### src/rtl/mc_control_fsm_pkg.sv
// Shared constants for the multicycle control unit: opcodes, state encoding,
// datapath select codes and the bundled control-word type.
package mc_control_fsm_pkg;

  localparam logic [6:0] OP_LOAD      = 7'b0000011;
  localparam logic [6:0] OP_STORE     = 7'b0100011;
  localparam logic [6:0] OP_ARITH     = 7'b0110011;
  localparam logic [6:0] OP_ARITH_IMM = 7'b0010011;
  localparam logic [6:0] OP_BRANCH    = 7'b1100011;
  localparam logic [6:0] OP_JAL       = 7'b1101111;
  localparam logic [6:0] OP_JALR      = 7'b1100111;
  localparam logic [6:0] OP_ECALL     = 7'b1110011;

  typedef enum logic [2:0] {
    ST_IF, ST_ID, ST_EX, ST_BR, ST_MEM, ST_WB, ST_HALT
  } state_t;

  localparam logic [1:0] SRC_A_PC    = 2'b00;
  localparam logic [1:0] SRC_A_OLDPC = 2'b01;
  localparam logic [1:0] SRC_A_RS1   = 2'b10;

  localparam logic [1:0] SRC_B_RS2  = 2'b00;
  localparam logic [1:0] SRC_B_FOUR = 2'b01;
  localparam logic [1:0] SRC_B_IMM  = 2'b10;

  localparam logic [1:0] ALU_ADD    = 2'b00;
  localparam logic [1:0] ALU_BRANCH = 2'b01;
  localparam logic [1:0] ALU_FUNCT  = 2'b10;

  localparam logic PC_SRC_ALU    = 1'b0;
  localparam logic PC_SRC_ALUOUT = 1'b1;

  localparam logic [1:0] WB_ALUOUT = 2'b00;
  localparam logic [1:0] WB_MDR    = 2'b01;
  localparam logic [1:0] WB_PC     = 2'b10;

  typedef struct packed {
    logic       pc_write;
    logic       ir_write;
    logic       aluout_write;
    logic       mem_read;
    logic       mem_write;
    logic       i_or_d;
    logic       reg_write;
    logic [1:0] alu_src_a;
    logic [1:0] alu_src_b;
    logic [1:0] alu_op;
    logic       pc_source;
    logic [1:0] wb_sel;
    logic       is_ecall;
    logic       instr_done;
    logic       halted;
    logic       illegal;
  } ctrl_t;

endpackage

### src/rtl/mc_opcode_class.sv
// Combinational opcode classifier; exactly one output is high for any opcode.
module mc_opcode_class
  import mc_control_fsm_pkg::*;
(
  input  logic [6:0] opcode,
  output logic       arith,
  output logic       arith_imm,
  output logic       load,
  output logic       store,
  output logic       branch,
  output logic       jal,
  output logic       jalr,
  output logic       ecall,
  output logic       illegal
);

  always_comb begin
    arith     = 1'b0;
    arith_imm = 1'b0;
    load      = 1'b0;
    store     = 1'b0;
    branch    = 1'b0;
    jal       = 1'b0;
    jalr      = 1'b0;
    ecall     = 1'b0;
    illegal   = 1'b0;
    case (opcode)
      OP_ARITH:     arith     = 1'b1;
      OP_ARITH_IMM: arith_imm = 1'b1;
      OP_LOAD:      load      = 1'b1;
      OP_STORE:     store     = 1'b1;
      OP_BRANCH:    branch    = 1'b1;
      OP_JAL:       jal       = 1'b1;
      OP_JALR:      jalr      = 1'b1;
      OP_ECALL:     ecall     = 1'b1;
      default:      illegal   = 1'b1;
    endcase
  end

endmodule

### src/rtl/mc_control_fsm.sv
// Multicycle control FSM: state register plus a decode of state, opcode and
// the memory/branch handshakes into the datapath control word.
module mc_control_fsm
  import mc_control_fsm_pkg::*;
(
  input  logic       clk,
  input  logic       reset_n,
  input  logic [6:0] opcode,
  input  logic       alu_bcond,
  input  logic       mem_ready,
  input  logic       halt_req,
  output logic       pc_write,
  output logic       ir_write,
  output logic       aluout_write,
  output logic       mem_read,
  output logic       mem_write,
  output logic       i_or_d,
  output logic       reg_write,
  output logic [1:0] alu_src_a,
  output logic [1:0] alu_src_b,
  output logic [1:0] alu_op,
  output logic       pc_source,
  output logic [1:0] wb_sel,
  output logic       is_ecall,
  output logic       instr_done,
  output logic       halted,
  output logic       illegal
);

  state_t state, next_state;
  logic   halt_illegal;
  ctrl_t  ctrl, ctrl_out;
  logic   c_arith, c_arith_imm, c_load, c_store, c_branch;
  logic   c_jal, c_jalr, c_ecall, c_illegal;

  mc_opcode_class u_opcode_class (
    .opcode    (opcode),
    .arith     (c_arith),
    .arith_imm (c_arith_imm),
    .load      (c_load),
    .store     (c_store),
    .branch    (c_branch),
    .jal       (c_jal),
    .jalr      (c_jalr),
    .ecall     (c_ecall),
    .illegal   (c_illegal)
  );

  always_ff @(posedge clk or negedge reset_n) begin
    if (!reset_n) begin
      state        <= ST_IF;
      halt_illegal <= 1'b0;
    end else begin
      state <= next_state;
      if (state == ST_ID && c_illegal)
        halt_illegal <= 1'b1;
    end
  end

  always_comb begin
    ctrl       = '0;
    next_state = state;
    case (state)
      ST_IF: begin
        ctrl.mem_read  = 1'b1;
        ctrl.alu_src_a = SRC_A_PC;
        ctrl.alu_src_b = SRC_B_FOUR;
        ctrl.alu_op    = ALU_ADD;
        if (mem_ready) begin
          ctrl.ir_write  = 1'b1;
          ctrl.pc_write  = 1'b1;
          ctrl.pc_source = PC_SRC_ALU;
          next_state     = ST_ID;
        end
      end
      ST_ID: begin
        // Branch/JAL target is precomputed here into ALUOut.
        ctrl.alu_src_a    = SRC_A_OLDPC;
        ctrl.alu_src_b    = SRC_B_IMM;
        ctrl.alu_op       = ALU_ADD;
        ctrl.aluout_write = 1'b1;
        if (c_ecall) begin
          ctrl.is_ecall = 1'b1;
          next_state    = halt_req ? ST_HALT : ST_IF;
        end else if (c_branch) begin
          next_state = ST_BR;
        end else if (c_illegal) begin
          next_state = ST_HALT;
        end else begin
          next_state = ST_EX;
        end
      end
      ST_EX: begin
        if (c_arith || c_arith_imm) begin
          ctrl.alu_src_a    = SRC_A_RS1;
          ctrl.alu_src_b    = c_arith ? SRC_B_RS2 : SRC_B_IMM;
          ctrl.alu_op       = ALU_FUNCT;
          ctrl.aluout_write = 1'b1;
          next_state        = ST_WB;
        end else if (c_load || c_store) begin
          ctrl.alu_src_a    = SRC_A_RS1;
          ctrl.alu_src_b    = SRC_B_IMM;
          ctrl.alu_op       = ALU_ADD;
          ctrl.aluout_write = 1'b1;
          next_state        = ST_MEM;
        end else if (c_jal) begin
          ctrl.reg_write = 1'b1;
          ctrl.wb_sel    = WB_PC;
          ctrl.pc_write  = 1'b1;
          ctrl.pc_source = PC_SRC_ALUOUT;
          next_state     = ST_IF;
        end else if (c_jalr) begin
          ctrl.alu_src_a = SRC_A_RS1;
          ctrl.alu_src_b = SRC_B_IMM;
          ctrl.alu_op    = ALU_ADD;
          ctrl.reg_write = 1'b1;
          ctrl.wb_sel    = WB_PC;
          ctrl.pc_write  = 1'b1;
          ctrl.pc_source = PC_SRC_ALU;
          next_state     = ST_IF;
        end else begin
          next_state = ST_IF;
        end
      end
      ST_BR: begin
        ctrl.alu_src_a = SRC_A_RS1;
        ctrl.alu_src_b = SRC_B_RS2;
        ctrl.alu_op    = ALU_BRANCH;
        ctrl.pc_write  = alu_bcond;
        ctrl.pc_source = PC_SRC_ALUOUT;
        next_state     = ST_IF;
      end
      ST_MEM: begin
        // Request lines depend only on state and the held opcode, so they
        // stay constant for the whole wait.
        ctrl.i_or_d    = 1'b1;
        ctrl.mem_read  = c_load;
        ctrl.mem_write = c_store;
        if (mem_ready)
          next_state = c_load ? ST_WB : ST_IF;
      end
      ST_WB: begin
        ctrl.reg_write = 1'b1;
        ctrl.wb_sel    = c_load ? WB_MDR : WB_ALUOUT;
        next_state     = ST_IF;
      end
      ST_HALT: begin
        ctrl.halted  = 1'b1;
        ctrl.illegal = halt_illegal;
      end
      default: next_state = ST_IF;
    endcase
    ctrl.instr_done = (state != ST_IF) && (next_state == ST_IF);
  end

  // Gating on reset_n itself drops any request in the very cycle reset asserts.
  assign ctrl_out = reset_n ? ctrl : '0;

  assign pc_write     = ctrl_out.pc_write;
  assign ir_write     = ctrl_out.ir_write;
  assign aluout_write = ctrl_out.aluout_write;
  assign mem_read     = ctrl_out.mem_read;
  assign mem_write    = ctrl_out.mem_write;
  assign i_or_d       = ctrl_out.i_or_d;
  assign reg_write    = ctrl_out.reg_write;
  assign alu_src_a    = ctrl_out.alu_src_a;
  assign alu_src_b    = ctrl_out.alu_src_b;
  assign alu_op       = ctrl_out.alu_op;
  assign pc_source    = ctrl_out.pc_source;
  assign wb_sel       = ctrl_out.wb_sel;
  assign is_ecall     = ctrl_out.is_ecall;
  assign instr_done   = ctrl_out.instr_done;
  assign halted       = ctrl_out.halted;
  assign illegal      = ctrl_out.illegal;

endmodule

### config.mk
export PLATFORM = sky130hd
export DESIGN_NAME = mc_control_fsm
export DESIGN_NICKNAME = d
export VERILOG_FILES = /design/src/rtl/mc_control_fsm_pkg.sv /design/src/rtl/mc_opcode_class.sv /design/src/rtl/mc_control_fsm.sv
export SDC_FILE = /design/constraint.sdc
export NUM_CORES = 1
export LEC_CHECK = 0
export ABC_AREA = 1
export BUFFER_PORTS_ARGS = -buffer_cell sky130_fd_sc_hd__buf_2
export CAP_MARGIN = 20
export CORE_AREA = 2 2 39 41
export DETAILED_ROUTE_END_ITERATION = 10
export DIE_AREA = 0 0 41 43
export MAX_ROUTING_LAYER = met4
export PLACE_DENSITY_LB_ADDON = 0.15
export RECOVER_POWER = 25
export SYNTH_ARGS = -nofsm -noshare
export SYNTH_HDL_FRONTEND = slang
export SYNTH_SLANG_ARGS = --single-unit
### constraint.sdc
create_clock -name clk -period 2.85 [get_ports clk]
set_input_delay 0.7125 -clock clk [delete_from_list [all_inputs] [get_ports clk]]
set_output_delay 0.7125 -clock clk [all_outputs]
set_load 0.02 [all_outputs]
==> impl_metrics.toml <==
[worst_setup_path]
slowest_stage = "nand3_1"
required_ps = 2140
cp_slowest_stage_delay_ps = 190
rrSetupSlack_ps = 1550
crit_buf_inv = 3
cp.arrival_ps = 1800
crit_path_start_kind = "primary input"
cp_max_fo = 6
critical_path_class = "in2out"
end_kind = "output pin"
critical_path.cell_chain = "buf_2, inv_2, nand2_1, nor2_4, nand3_1, o21ai_1, nand2_1, a21oi_1, buf_2"
crit_family = "simple AND/OR/NAND/NOR gates"

[logic_synthesis]
avgSynthCellArea_um2 = 5.54
ys_types = 23
synth_seq_cells = 4
synth_fp_nets = 115
synth_top_area_frac = 0.175
synth_area_leaders = "dfrtp_1 (18%), nand2_1 (14%), nor2_1 (14%), nand3_1 (9.6%), inv_1 (7.2%)"
synthCells = 103
yosys_warnings = 0
syn-cell-area_um2 = 571
yosysSeqAreaShare = 0.175
synth_area_leader_cell = "dfrtp_1"

[die]
die_area_um2 = 1760
ioPinCount = 32
start_util = 0.412
row_count = 14
die_w_um = 41
fp.dieH_um = 43
core-area_um2 = 1380

[clock_network]
holdBufCountCts = 0
clkLatencyLatePin_ps = 230
clock_sinks = 4
path_clk_slew_ps = 40
clockRootBuffer = "clkbuf_4"
cts_resized = 0
cts_buffer_depth = 2
htreeDepth = 1
numCtsBuffers = 3
post-cts-setup-buffers = 0
cts_tree = "yes"

[placement]
dpl-instance-area_um2 = 749
dpl.hpwl_um = 1260
port_buffers = 31
place.gp.congestion = 0.829
dp_slack_ps = 348

[cells_and_area]
synthToLayoutAreaGrowth_pct = 32.5
final_cell_mix = "buf_2 (31), nand2_1 (22), nor2_1 (21)"
final_common_cell = "buf_2"
antennaDiodeCount = 0
design_area_um2 = 756
drive_gt1_frac = 0.343
nets = 151

[timing]
min_period_ps = 2520
skew_ps = 4.64
hold_viol = 0
setup_ws_ps = 335
rsz0062_at_grt = "no"
drv_slew = 0
max_slew.worst_pin.slew_ps = 467
fin_tns_setup_ps = 0
setup_viol = 0
fmax_mhz = 398
period_share = 0.883
slew_headroom = 0.688

[route]
wire_per_inst_um = 9.84
drc = 0
routed_wl_um = 1510
drt_iter0_markers = 20
num_vias = 759
ant_nets = 0
first_pass_iters = 4
vias_per_cell = 4.96

[power]
p_leak_uw = 0.000413
power.density_nw_per_um2 = 206
ir_drop_mv = 0.120

[global_routing]
grt_pass1_vias = 587
grt_max_degree = 17
grt_pass1_wl_um = 2420
antenna_found_initial = 0
gr-usage-all-layers = 0.202
grt_overflow_total = 0

[min_path]
hold_path.class = "in2async"

[outcome]
outcome = "completed"

[flow_run]
cap_violations = 0
[per-layer routing]
layer	up-vias	GRT usage	part of all wire
li1	404	-	-
met1	323	0.287	0.46
met2	30	0.281	0.45
met3	2	0.0314	0.076
met4	0	0.0800	0.0093
met5	-	-	0
[worst reg2reg max path, delay by kind of cell, from the launching register on]
family / cells / cell delay, ps
AND/OR/NAND/NOR: 6 / 660
buffers and inverters: 1 / 140
flip-flops: 1 / 450
[state kept, by name, summed over array words and instances (netlist names)]
name and flops:
state 3, halt_illegal 1
[per-stage QoR]
step / hold WS [ps] / power [uW] / utilization / instances
2_1_floorplan: 417 / 73.3 / - / 103
5_1_grt: 486 / 164 / 0.546 / 153
4_1_cts: 381 / 159 / 0.558 / 153
3_5_place_dp: 452 / 89.1 / 0.542 / 150
6_report: 457 / 155 / 0.546 / 153
3_3_place_gp: 442 / 89.1 / 0.542 / 150
[worst paths after layout]
path,from,end,cells past startpoint
min reg2reg,halt_illegal,halt_illegal,2
min in group clk,halt_illegal,halt_illegal,2
min,reset_n,state[1],2
max in group asynchronous,reset_n,state[0],2
max reg2reg,state[2],state[0],7
max,opcode[3],alu_src_b[1],9
[Yosys cell counts (all sizes together)]
master / instances
a211oi: 1
a21oi: 2
a31o: 1
a31oi: 1
clkbuf: 1
clkinv: 1
dfrtp: 4
inv: 18
nand2: 23
nand3: 13
nand4: 2
nor2: 25
nor3: 6
o211ai: 1
o21a: 1
o21ai: 3
[power by group]
part / total, uW / switching (uW) / internal (uW)
combinational: 29.7 / 19.4 / 10.3
sequential: 57.1 / 0 / 57.1
clock: 68.6 / 21.7 / 47.0
total: 155 / 41.1 / 114
[final cells by class]
type / instances / area (um2)
inverter: 19 / 71.3
tap: 16 / 20.0
multi-input combinational: 79 / 383
sequential: 4 / 100
fill: 153 / 628
clock buffer: 3 / 22.5
timing repair buffer: 32 / 159
[cells by family after synthesis]
group                  count (synthesis)  synth area share
and+or+nand+nor                       69             0.583
AOI/OAI and AO/OA                     10             0.110
DFF                                    4             0.175
buffers and inverters                 20             0.132
No activity file was read; power rests on OpenSTA's default activity.
